$ cat config.mk
export PLATFORM = sky130hd
export DESIGN_NAME = hazard_ctrl_unit
export DESIGN_NICKNAME = d
export VERILOG_FILES = /design/src/rtl/hazard_ctrl_unit.sv
export SDC_FILE = /design/constraint.sdc
export NUM_CORES = 1
export LEC_CHECK = 0
export ABC_AREA = 1
export BUFFER_PORTS_ARGS = -buffer_cell sky130_fd_sc_hd__buf_2
export CAP_MARGIN = 10
export CORE_MARGIN = 10
export CORE_UTILIZATION = 49
export CTS_CLUSTER_DIAMETER = 50
export DETAILED_ROUTE_END_ITERATION = 12
export PLACE_DENSITY = 0.71
export SLEW_MARGIN = 10
export SYNTH_ARGS = -nofsm -noshare
export SYNTH_HDL_FRONTEND = slang
export SYNTH_SLANG_ARGS = --single-unit
export TNS_END_PERCENT = 5
$ cat constraint.sdc
create_clock -name clk -period 1.5 [get_ports clk]
set_input_delay 0 -clock clk [delete_from_list [all_inputs] [get_ports clk]]
set_output_delay 0 -clock clk [all_outputs]
set_load 0.02 [all_outputs]
$ cat src/rtl/hazard_ctrl_unit.sv
// Hazard controller for the 5-stage RV32 + matrix-MAC pipeline: shadows the
// EX/MEM/WB register fields and derives forwarding selects, stalls and flushes.
module hazard_ctrl_unit #(
  parameter int MAC_LATENCY = 4
) (
  input  logic       clk,
  input  logic       rst,
  input  logic [4:0] rs1_d,
  input  logic [4:0] rs2_d,
  input  logic [4:0] rd_d,
  input  logic       reg_write_d,
  input  logic       load_d,
  input  logic       mac_d,
  input  logic       pc_src_e,
  output logic [1:0] forward_a_e,
  output logic [1:0] forward_b_e,
  output logic       stall_f,
  output logic       stall_d,
  output logic       stall_e,
  output logic       flush_d,
  output logic       flush_e,
  output logic       flush_m,
  output logic       mac_busy
);

  localparam int CNT_W = $clog2(MAC_LATENCY) + 1;
  localparam logic [CNT_W-1:0] MAC_LAST = CNT_W'(MAC_LATENCY - 1);

  localparam logic [1:0] FWD_RF  = 2'b00;
  localparam logic [1:0] FWD_WB  = 2'b01;
  localparam logic [1:0] FWD_MEM = 2'b10;

  typedef enum logic {
    MAC_IDLE = 1'b0,
    MAC_BUSY = 1'b1
  } mac_state_e;

  typedef struct packed {
    logic [4:0] rs1;
    logic [4:0] rs2;
    logic [4:0] rd;
    logic       reg_write;
    logic       load;
    logic       mac;
  } ex_stage_t;

  typedef struct packed {
    logic [4:0] rd;
    logic       reg_write;
  } wr_stage_t;

  ex_stage_t        e_q, e_d;
  wr_stage_t        m_q, m_d;
  wr_stage_t        w_q;
  mac_state_e       state_q, state_d;
  logic [CNT_W-1:0] cnt_q, cnt_d;

  logic mac_stall;
  logic lwstall;
  logic flush_e_raw;

  // MEM has the younger result, so it is checked before WB; x0 is hardwired zero.
  function automatic logic [1:0] fwd_sel(input logic [4:0] src,
                                         input wr_stage_t m,
                                         input wr_stage_t w);
    logic [1:0] sel;
    sel = FWD_RF;
    if (m.reg_write && (m.rd != 5'd0) && (m.rd == src)) begin
      sel = FWD_MEM;
    end else if (w.reg_write && (w.rd != 5'd0) && (w.rd == src)) begin
      sel = FWD_WB;
    end
    return sel;
  endfunction

  always_comb begin
    mac_stall   = e_q.mac && (cnt_q != MAC_LAST);
    lwstall     = e_q.load && e_q.reg_write && (e_q.rd != 5'd0) &&
                  ((e_q.rd == rs1_d) || (e_q.rd == rs2_d));
    flush_e_raw = (lwstall || pc_src_e) && !mac_stall;
  end

  assign forward_a_e = fwd_sel(e_q.rs1, m_q, w_q);
  assign forward_b_e = fwd_sel(e_q.rs2, m_q, w_q);

  // Reset masks every control output at once, which also aborts a MAC stall.
  assign stall_f  = !rst && (lwstall || mac_stall);
  assign stall_d  = stall_f;
  assign stall_e  = !rst && mac_stall;
  assign flush_m  = stall_e;
  assign mac_busy = stall_e;
  assign flush_d  = !rst && pc_src_e && !mac_stall;
  assign flush_e  = !rst && flush_e_raw;

  // NOTE: every variable gets a default first so no path leaves it unassigned
  // and no latch is inferred.
  always_comb begin
    e_d = e_q;
    if (!mac_stall) begin
      if (flush_e_raw) begin
        e_d = '0;
      end else begin
        e_d = ex_stage_t'{rs1: rs1_d, rs2: rs2_d, rd: rd_d,
                          reg_write: reg_write_d, load: load_d, mac: mac_d};
      end
    end
    // A held MAC sends bubbles into MEM until it finally leaves EX.
    m_d = wr_stage_t'{rd: e_q.rd, reg_write: e_q.reg_write && !mac_stall};
  end

  always_comb begin
    state_d = state_q;
    cnt_d   = cnt_q;
    case (state_q)
      MAC_IDLE: begin
        if (mac_stall) begin
          state_d = MAC_BUSY;
          cnt_d   = cnt_q + 1'b1;
        end
      end
      MAC_BUSY: begin
        if (mac_stall) begin
          cnt_d = cnt_q + 1'b1;
        end else begin
          state_d = MAC_IDLE;
          cnt_d   = '0;
        end
      end
      default: begin
        state_d = MAC_IDLE;
        cnt_d   = '0;
      end
    endcase
  end

  // NOTE: sequential state uses non-blocking assignments so every register
  // samples the pre-edge values regardless of statement order.
  always_ff @(posedge clk) begin
    if (rst) begin
      e_q     <= '0;
      m_q     <= '0;
      w_q     <= '0;
      state_q <= MAC_IDLE;
      cnt_q   <= '0;
    end else begin
      e_q     <= e_d;
      m_q     <= m_d;
      w_q     <= m_q;
      state_q <= state_d;
      cnt_q   <= cnt_d;
    end
  end

endmodule

# Word level (Yosys, flattened, before mapping)
# Cells that the tools add are included.
dict set report totals {
  ff_bits 34
  latchBits 0
  ramBits 0
  rom_bits 0
  in_bits 21
  out_inout_bits 11
  wordCells 56
  n_memories 0
}
dict set report classes {
  add_sub_neg 1
  mul 0
  n_div 0
  order_cmp 0
  n_eq_ne 8
  n_shift 0
  mux 9
  bitwise 1
  reduce_logical 25
}
# op count
set ops {}
lappend ops {{5-bit equality test} 6}
lappend ops {{18-bit two-way mux} 1}
lappend ops {{1-bit logical AND} 17}
lappend ops {{5-bit nonzero test} 3}
lappend ops {{3-bit two-way mux} 2}
lappend ops {{3-bit case mux with 2 select lines} 1}
lappend ops {{2-bit two-way mux} 2}
lappend ops {{3-bit by 1-bit adder with 3-bit output, second input constant} 1}
lappend ops {{1-bit logical OR} 3}
lappend ops {{1-bit two-way mux} 3}
lappend ops {{3-bit by 2-bit != test with 1-bit output, second input constant} 1}
lappend ops {{1-bit zero test} 2}
lappend ops {{2-bit != test, second input constant} 1}
lappend ops {{1-bit NOT} 1}

# Logic depth before layout (Yosys ltp)
# Gate-level depths: netlist (run 1).
dict set report depth {
  word_depth 6
  ltp_mapped 10
  depth_no_buf 10
}

# Worst setup path after synthesis (run 1)
# OpenSTA, ideal clock, no wires.
dict set report synth_timing {
  path_type {register to output}
  start {register cnt_q[0]}
  end {output stall_f}
  arrival_time_ns 1.929
  required_time_ns 1.500
  path_slack_ns -0.429
  stages_incl_launch_ff 9
  path_buffers 1
  cell_sequence {dfxtp_1 ha_1 ha_1 nor2_2 inv_1 nor2_1 inv_1 o21ai_0 buf_4}
}
dict set report synth_between {
  elab_chain_cells 4
}
# element line_no
set synth_rtl {}
lappend synth_rtl {{start: declaration} 56} ;# logic [CNT_W-1:0] cnt_q, cnt_d;
lappend synth_rtl {{start signal: assignment} 150} ;# cnt_q <= cnt_d;
lappend synth_rtl {{3-bit by 2-bit != test with 1-bit output} 77} ;# mac_stall = e_q.mac && (cnt_q != MAC_LAST);
lappend synth_rtl {{1-bit logical AND} 77}
lappend synth_rtl {{1-bit logical OR} 87} ;# assign stall_f = !rst && (lwstall || mac_stall);
lappend synth_rtl {{1-bit logical AND} 87}
lappend synth_rtl {{end: declaration} 17} ;# output logic stall_f,
# No other way between the ends.

# Worst setup path in the final report (run 1)
dict set report layout_timing {
  start {register cnt_q[0]}
  end {output stall_d}
}
dict set report layout_between {
  elab_chain_cells 4
}
# element line_no
set layout_rtl {}
lappend layout_rtl {{3-bit by 2-bit != test with 1-bit output} 77}
lappend layout_rtl {{1-bit logical AND} 77}
lappend layout_rtl {{1-bit logical OR} 87}
lappend layout_rtl {{1-bit logical AND} 87}
lappend layout_rtl {{end: declaration} 18} ;# output logic stall_d,
# No other way between the ends.

==> results of run 1 <==
==> cell families (layout without fill, tap and decap cells) <==
kind of cell	after synthesis	in the layout	synth area share [%]
compound gates	50	50	18.1
xor+xnor	22	22	10.9
fa+ha+maj	2	2	1.42
buf+inv	42	92	10.8
flops	34	34	38.7
simple gates	84	84	20.0
==> repair_timing <==
action | in CTS | in global routing
setup buffers | 6 | 1
pin swaps | 5 | 10
gates resized for setup | 35 | 27
setup endpoints to repair | 24 | 29
hold buffers | 7 | 0
endpoints found under the hold margin | 7 | 0
==> through the flow <==
stage / instances / utilization (%)
6_report: 330 / 68.6
4_1_cts: 329 / 66.5
3_3_place_gp: 310 / 58.7
3_5_place_dp: 310 / 58.7
5_1_grt: 330 / 68.6
2_1_floorplan: 234 / -
==> cell type report <==
type	instances	area [um^2]
clock buffers	6	51.3
fillers	287	1070
inverters	29	111
multi-input cells	158	990
flip-flops and latches	34	712
well taps	46	57.6
repair buffers	57	423
==> synth_stat cells (3+ instances only) <==
cell type	instances	share of area, %
clkbuf_1	4	0.85
a21oi_2	9	4.5
o21ai_0	16	4.5
nor2_1	33	7.0
a21oi_1	16	4.5
nand3_1	7	2.0
inv_1	24	5.1
nand2_1	32	6.8
inv_2	4	0.85
nor3_1	5	1.4
xor2_1	10	5.0
buf_4	3	1.3
dfxtp_1	34	39
buf_2	4	1.1
o211ai_1	6	2.6
xnor2_1	12	6.0
==> where the power goes <==
group          leakage, uW  switching [uW]  total, uW  internal (uW)
clock network    0.0000302             284        496            211
logic             0.000754             219        414            195
registers         0.000286            48.5        999            950
total              0.00107             552       1910           1360
==> state kept, by name, indices dropped and copies added (netlist names) <==
name / cells
cnt_q: 3
state_q: 1
w_q: 6
e_q: 18
m_q: 6
==> tightest hold or removal path: cells and delay by family <==
kind / cells / cell delay, ns
AOI/OAI and AO/OA: 3 / 0.17
buffers and inverters: 2 / 0.17
==> worst max-delay path by stage <==
stage | to | startpoint | slack [ns]
6_report | stall_d | cnt_q[0]$_SDFFE_PP0P_ | -0.14
5_1_grt | stall_d | cnt_q[0]$_SDFFE_PP0P_ | -0.23
3_5_place_dp | e_q[12]$_SDFFE_PP0N_ | cnt_q[0]$_SDFFE_PP0P_ | -0.03
3_3_place_gp | stall_d | cnt_q[0]$_SDFFE_PP0P_ | 0.02
2_1_floorplan | forward_a_e[0] | m_q[5]$_SDFF_PP0_ | -0.1
4_1_cts | stall_f | cnt_q[1]$_SDFFE_PP0P_ | -0.13
==> layer usage <==
layer | global-route usage (%) | share of wire, %
met5 | 0 | 0
met2 | 22.6 | 50
met3 | 5.07 | 5.6
met4 | 4.75 | 1.3
met1 | 15.9 | 43
==> metrics, run 1 <==
Pins Over Slew Limit=0; Post-route DRC=0; status=complete, but fails checks; Top delay family on crit path=buffers and inverters; Post-synth EDFFs=0; final hold violations=0; largest net degree at the start of global routing=30; First DRT Iteration DRCs=70; Max clock buf depth=2; die height=79.9 um; Power, Total=1910 uW; clk sinks=34; CTS Root Cell=clkbuf_4; max_cap viols=0; Place WS=-0.0284 ns; TritonCTS clock tree=yes; post-DP HPWL=3.06 mm; sequential fraction of the synthesis area=38.7%; type of the worst setup path=flip-flop to output port; CP Cell Sequence=ha_4 -> ha_4 -> nor2_4 -> inv_2 -> buf_6 -> nor2_4 -> inv_2 -> o21ai_4 -> buf_6; total gr overflow=0; io pins=32; hold depth=5; worst-skew pair later-pin latency=0.33 ns; fin worst setup slack=-0.144 ns; Worst Hold Launch=rs1_d[0]; CP Launch Type=flip-flop; vias per std cell=4.91; Worst Setup End Kind=output port; RSZ-0062 raised after global routing=true; P&R area growth vs syn=33.2%; Syn Inst Count=234; total CTS buffers=5; max incr delay on CP=0.35 ns; DR vias=1621; final critical-path share of the clock period=110%; Static Leak=0.00107 uW; CP arrival=1.64 ns; ANT cells=0; placeable core region=0.00342 mm^2; Worst Hold Class=input pin to flip-flop; DR WL/cell=12.9 um; worst hold slack=0.0450 ns; die width=79.9 um; syn_nets=257; RR Endpoint=e_q[17]$_SDFFE_PP0N_; # setup viols final=20; design area=0.00234 mm^2; clock slew at reported path FFs=0.10 ns; Post-synth top flop=dfxtp_1; # port buffers=31; number of global-route vias before repair=1630; Global Route Usage Sum=13.7%; CTS H-tree lvls=2; most common cell after layout, fill and taps aside=nor2_1; synthesized area=0.00176 mm^2; Worst path depth=9; crit path max fanout=3; failing checks=negative setup slack; Fmax=608 MHz; hold endpoint=e_q[13]$_SDFFE_PP0N_; first-pass GRT wire length=7.02 mm; Yosys warnings=0; initial core utilization=51.5%; r2r setup slk=-0.03 ns; final setup TNS=-1.01 ns; Max VDD drop=481 uV; Post-synth ARST share=0%; detailed-router iteration count before antenna repair=4; Routed WL=4.27 mm; Layout Nets=308; Syn Area/Cell=7.52 um^2; worst slew pin tran=0.352 ns; FF-to-FF Start=e_q[5]$_SDFFE_PP0N_; Rel. slew slack=76.6%; ANT nets after route=0; R2R depth=11; crit path max-delay cell type=dfxtp_2; initial antenna violation count=0; Die ar.=0.00639 mm^2; RePlAce Congestion=0.870; row count=21; #FFs+latches synth=34; Post-Place Cell Area=0.00201 mm^2; Synth cell types=28; Buf/Inv on CP=4; pwr/cell area=814 mW/mm^2; worst-case clock skew=0.00859 ns; CP Data Required Time=1.50 ns; most frequent cells in the layout=nor2_1 (30), nand2_1 (29), buf_2 (23), inv_1 (21), buf_4 (20); share of cells above drive strength 1=38.0%; Min Clock Period, post-route=1.64 ns
No activity file was read; power rests on OpenSTA's default activity.
==> inputs of run 2 (changes only) <==
--- a/config.mk
+++ b/config.mk
@@ -12,7 +12,7 @@
 export CORE_UTILIZATION = 49
 export CTS_CLUSTER_DIAMETER = 50
 export DETAILED_ROUTE_END_ITERATION = 12
-export PLACE_DENSITY = 0.71
+export PLACE_DENSITY = 0.7
 export SLEW_MARGIN = 10
 export SYNTH_ARGS = -nofsm -noshare
 export SYNTH_HDL_FRONTEND = slang
==> run 2 against run 1 <==
  * The run still ends with negative setup slack left
  * Clock-buffer cell count increased by 1
  * Via count increased by 0.74%
  * Clock skew decreased by 0.0013 ns
  * Power increased by 3.3%
  * Largest power group unchanged
  * Highest routed layer unchanged
==> metrics, run 2 (synthesis gave the netlist of run 1 again) <==
status=complete, but fails checks; failing checks=negative setup slack; Buf/Inv on CP=4 (unchanged); RePlAce Congestion=0.875 (+0.64%); CP arrival=1.72 ns (+0.08 ns); design area=0.00240 mm^2 (+2.5%); worst hold slack=0.0219 ns (-0.0231 ns); initial antenna violation count=0 (unchanged); die width=79.9 um (unchanged); io pins=32 (unchanged); Top delay family on crit path=buffers and inverters; share of cells above drive strength 1=36.7% (-1.3 points); Worst Setup End Kind=output port; final critical-path share of the clock period=115% (+5.0 points); first-pass GRT wire length=7.33 mm (+4.5%); Max clock buf depth=2 (unchanged); Min Clock Period, post-route=1.72 ns (+0.0753 ns); Fmax=582 MHz (-4.4%); type of the worst setup path=flip-flop to output port; ANT cells=0 (unchanged); largest registers=e_q (18), m_q (6), w_q (6); CTS H-tree lvls=2 (unchanged); CP Launch Type=flip-flop; RSZ-0062 raised after global routing=true; pwr/cell area=820 mW/mm^2 (+0.74%); clock slew at reported path FFs=0.10 ns (about the same); most common cell after layout, fill and taps aside=nor2_1; final hold violations=0 (unchanged); Post-Place Cell Area=0.00203 mm^2 (+1.2%); DR WL/cell=13.3 um (+2.6%); crit path max fanout=9 (+6); Pins Over Slew Limit=0 (unchanged); worst slew pin tran=0.329 ns (-0.0224 ns); Place WS=-0.0730 ns (-0.0446 ns); max reg flops=18 (unchanged); Worst path depth=9 (unchanged); Rel. slew slack=78.0% (+1.5 points); Routed WL=4.41 mm (+3.2%); R2R depth=9 (-2); ANT nets after route=0 (unchanged); P&R area growth vs syn=36.5%; number of global-route vias before repair=1633 (+0.18%); Die ar.=0.00639 mm^2 (unchanged); row count=21 (unchanged); hold depth=5 (unchanged); detailed-router iteration count before antenna repair=5 (+1); Power, Total=1970 uW (+3.3%); Global Route Usage Sum=14.4% (+0.72 points); DR vias=1633 (+0.74%); worst-case clock skew=0.00728 ns (-0.00131 ns); Layout Nets=308 (unchanged); # setup viols final=23 (+15%); placeable core region=0.00342 mm^2 (unchanged); Worst Hold Class=input pin to flip-flop; crit path max-delay cell type=dfxtp_2; Max VDD drop=568 uV (+18%); initial core utilization=51.5% (unchanged); Static Leak=0.00111 uW (+3.6%); fin worst setup slack=-0.219 ns (-0.0753 ns); final setup TNS=-2.03 ns (-1.02 ns); Top reg by flops=e_q; max incr delay on CP=0.35 ns (about the same); die height=79.9 um (unchanged); worst-skew pair later-pin latency=0.34 ns (about the same); most frequent cells in the layout=nor2_1 (31), nand2_1 (30), buf_2 (25), inv_1 (21), dfxtp_1 (20); total gr overflow=0 (unchanged); CP Data Required Time=1.50 ns (about the same); total CTS buffers=5 (unchanged); # port buffers=31 (unchanged); post-DP HPWL=3.02 mm (-1.1%); clk sinks=34 (unchanged); CTS Root Cell=clkbuf_4; First DRT Iteration DRCs=67 (-4.3%); CP Cell Sequence=ha_4 -> ha_4 -> nor2_4 -> inv_4 -> buf_12 -> buf_12 -> nand2_2 -> nor2_1 -> buf_4; max_cap viols=0 (unchanged); largest net degree at the start of global routing=30 (unchanged); TritonCTS clock tree=yes; vias per std cell=4.92 (+0.13%); Post-route DRC=0 (unchanged)
-- run 2: cell types whose count changed in the layout (fill, tap and decap cells not counted), sizes merged --
cell,change
clkbuf,+1
clkinv,+1
-- run 2: path summary, 6_finish.rpt --
path,startpoint,to,slack (ns)
max,cnt_q[0]$_SDFFE_PP0P_,flush_e,-0.22
min,load_d,e_q[1]$_SDFFE_PP0N_,0.02
max reg2reg,cnt_q[0]$_SDFFE_PP0P_,e_q[16]$_SDFFE_PP0N_,-0.09
min reg2reg,m_q[0]$_SDFF_PP0_,w_q[0]$_SDFF_PP0_,0.45
-- run 2: timing repair --
item / CTS / global route
hold endpoints to repair: 7 / 0
setup buffers: 5 / 1
gates resized for setup: 40 / 20
pin swaps: 6 / 6
cloned: 1 / 0
hold buffers: 7 / 0
endpoints found under the setup margin: 26 / 30
-- run 2: layer usage --
layer	wire length (um)	up-vias	global-route usage (%)
li1	-	855	-
met1	1880	728	16.4
met2	2140	44	23.5
met3	315	6	5.63
met4	60	0	5.99
met5	0	-	0
-- run 2: final cells by class --
cell class	count	area, um^2
Inverter	29	114
Tap cell	46	57.6
Timing Repair Buffer	57	479
Sequential cell	34	708
Multi-Input combinational cell	158	985
Fill cell	287	1010
Clock inverter	1	5.00
Clock buffer	7	55.1
-- run 2: tightest hold or removal path: cells and delay by family --
| family | cells | cell delay (ns) |
|---|---|---|
| buffers and inverters | 1 | 0.09 |
| and+or+nand+nor | 2 | 0.13 |
| AOI/OAI and AO/OA | 2 | 0.10 |
-- run 2: power by group --
part	internal, uW	leakage (uW)	switching, uW
sequential	950	0.000285	50.4
clock	227	0.0000353	305
combinational	213	0.000789	226
total	1390	0.00111	581
-- run 2: through the flow --
step / instances / util [%]
detailed placement: 310 / 59.5
finish: 332 / 70.4
global placement: 310 / 59.5
global route: 332 / 70.4
floorplan: 234 / -
CTS: 331 / 68.8
==> inputs of run 3 (changes only) <==
--- a/config.mk
+++ b/config.mk
@@ -8,11 +8,13 @@
 export ABC_AREA = 1
 export BUFFER_PORTS_ARGS = -buffer_cell sky130_fd_sc_hd__buf_2
 export CAP_MARGIN = 10
+export CELL_PAD_IN_SITES_DETAIL_PLACEMENT = 0
+export CELL_PAD_IN_SITES_GLOBAL_PLACEMENT = 2
 export CORE_MARGIN = 10
-export CORE_UTILIZATION = 49
+export CORE_UTILIZATION = 28
 export CTS_CLUSTER_DIAMETER = 50
 export DETAILED_ROUTE_END_ITERATION = 12
-export PLACE_DENSITY = 0.7
+export PLACE_DENSITY = 0.71
 export SLEW_MARGIN = 10
 export SYNTH_ARGS = -nofsm -noshare
 export SYNTH_HDL_FRONTEND = slang
==> run 3 against run 2 <==
  * The flow still finishes with violations (negative setup slack)
  * Worst hold slack improved by 0.0053 ns
  * Routed wire length grew 9.6%
  * Combinational power shrank 4%
  * Global-route usage decreased by 4.0 points
  * Non-clock buffer count unchanged
  * Clock power grew 60%
  * Sequential cell count did not move
  * Die area grew 54%
  * Highest routed layer unchanged
==> metrics, run 3 (synthesis gave the netlist of run 1 again) <==
status=complete, but fails checks; failing checks=negative setup slack; crit path max fanout=4 (-5); largest registers=e_q (18), m_q (6), w_q (6); Pins Over Slew Limit=0 (unchanged); max reg flops=18 (unchanged); CP Data Required Time=1.50 ns (about the same); Top reg by flops=e_q; worst-case clock skew=0.00881 ns (+0.00153 ns); initial antenna violation count=0 (unchanged); fin worst setup slack=-0.0623 ns (+0.157 ns); Worst Setup SP=cnt_q[0]$_SDFFE_PP0P_; switch share=26.2% (-3.3 points); worst slew pin tran=0.377 ns (+0.0473 ns); Min Clock Period, post-route=1.56 ns (-0.157 ns); CTS Root Cell=clkbuf_8; Power, Total=2270 uW (+15%); CP arrival=1.56 ns (-0.16 ns); max_cap viols=0 (unchanged); hold buffers post-CTS=0 (-7); crit path max-delay cell type=dfxtp_2; placeable core region=0.00603 mm^2 (+76%); vias per std cell=4.34 (-12%); detailed-router iteration count before antenna repair=4 (-1); Rel. slew slack=74.7% (-3.3 points); largest net degree at the start of global routing=22 (-27%); non-filler cells, final=360 (+8.4%); Worst Hold Class=input pin to flip-flop; FF-to-FF Start=cnt_q[0]$_SDFFE_PP0P_; Worst Hold Launch=rd_d[1]; pwr/cell area=939 mW/mm^2 (+15%); # port buffers=31 (unchanged); First DRT Iteration DRCs=69 (+3.0%); Post-route DRC=0 (unchanged); Static Leak=0.00109 uW (-1.7%); number of global-route vias before repair=1627 (-0.37%); first-pass GRT wire length=8.34 mm (+14%); Comb pwr share=18.5% (-3.8 points); DR vias=1561 (-4.4%); most frequent cells in the layout=nand2_1 (31), nor2_1 (31), buf_2 (24), buf_4 (24), inv_1 (22); Net Switching=595 uW (+2.3%); # setup viols final=6 (-74%); io pins=32 (unchanged); share of cells above drive strength 1=39.3% (+2.6 points); RSZ-0062 raised after global routing=true; ANT nets after route=0 (unchanged); clock share of power=37.4% (+10 points); CTS H-tree lvls=2 (unchanged); Pint=1680 uW (+21%); worst-skew pair later-pin latency=0.28 ns (-0.06 ns); Buf/Inv on CP=4 (unchanged); TritonCTS clock tree=yes; Top delay family on crit path=buffers and inverters; clk sinks=34 (unchanged); die height=99.3 um (+24%); DR WL/cell=13.4 um (+1.1%); final hold violations=0 (unchanged); ANT cells=0 (unchanged); Max VDD drop=386 uV (-32%); die width=99.3 um (+24%); Layout Nets=308 (unchanged); Max clock buf depth=2 (unchanged); clock slew at reported path FFs=0.07 ns (-0.03 ns); type of the worst setup path=flip-flop to output port; Global Route Usage Sum=10.4% (-4.0 points); initial core utilization=29.2% (-22 points); share of power burned in registers=44.1% (-6.7 points); total CTS buffers=5 (unchanged); max incr delay on CP=0.34 ns (about the same); Routed WL=4.83 mm (+9.6%); Fmax=640 MHz (+10%); post-DP HPWL=3.84 mm (+27%); CP Cell Sequence=ha_4 -> ha_4 -> nor2_4 -> inv_2 -> buf_6 -> nor2_4 -> inv_2 -> o21ai_2 -> buf_6; final setup TNS=-0.252 ns (+1.77 ns); P&R area growth vs syn=37.5%; total gr overflow=0 (unchanged); final critical-path share of the clock period=104% (-10 points); row count=28 (+33%); CP Launch Type=flip-flop; Die ar.=0.00986 mm^2 (+54%); Worst Setup End Kind=output port; Placed Cells=345 (+11%); RePlAce Congestion=0.789 (-9.9%)
==> run 3: changes by cell type in the layout (fill, tap and decap cells not counted), sizes merged <==
cell         change
clkinv           -1
bufinv           +1
clkbuf           -1
buf              +7
dlygate4sd3      -7
==> run 3: cell type report <==
cell class | instances | area, um^2
fill | 627 | 3610
multi-input combinational | 158 | 985
timing repair buffer | 57 | 410
tap | 75 | 93.8
sequential | 34 | 707
clock inverter | 1 | 30.0
clock buffer | 6 | 82.6
inverter | 29 | 111
==> run 3: layer usage <==
metal	up-vias	track usage, %	wire length (um)
met2	30	16.2	2200
met5	-	0	0
met1	675	13.1	2330
met4	0	3.64	68
li1	849	-	-
met3	7	3.32	238
==> run 3: repair_timing <==
action	CTS	global route
pin swaps	8	9
buffers inserted	6	2
endpoints found under the setup margin	28	30
resized for setup	35	24
==> run 3: path summary, 6_finish.rpt <==
kind	endpoint	slack (ns)	cells past startpoint
max	stall_d	-0.06	9
max reg2reg	e_q[17]$_SDFFE_PP0N_	0.01	9
min	e_q[4]$_SDFFE_PP0N_	0.03	3
min reg2reg	w_q[0]$_SDFF_PP0_	0.44	2
==> run 3: worst min-delay path, delay by kind of cell <==
family / cells / cell delay, ns
buf+inv: 1 / 0.07
compound gates: 2 / 0.20
==> run 3: per-stage QoR <==
step	instance area [um^2]	hold slack [ns]	setup WS, ns	util, %
6_report	2420	0.0272	-0.0623	40.2
3_3_place_gp	2090	0.314	-0.0350	34.6
2_1_floorplan	1770	0.193	-0.0995	-
4_1_cts	2350	0.0180	-0.0957	38.9
5_1_grt	2420	0.0440	-0.154	40.2
3_5_place_dp	2090	0.312	-0.107	34.6
==> run 3: power groups by stage <==
stage / clock network [uW] / logic (uW) / registers [uW]
2_1_floorplan: 0 / 248 / 1000
4_1_cts: 871 / 399 / 1000
6_report: 850 / 420 / 1000
5_1_grt: 910 / 470 / 1010
3_3_place_gp: 0 / 367 / 1020
3_5_place_dp: 0 / 366 / 1020
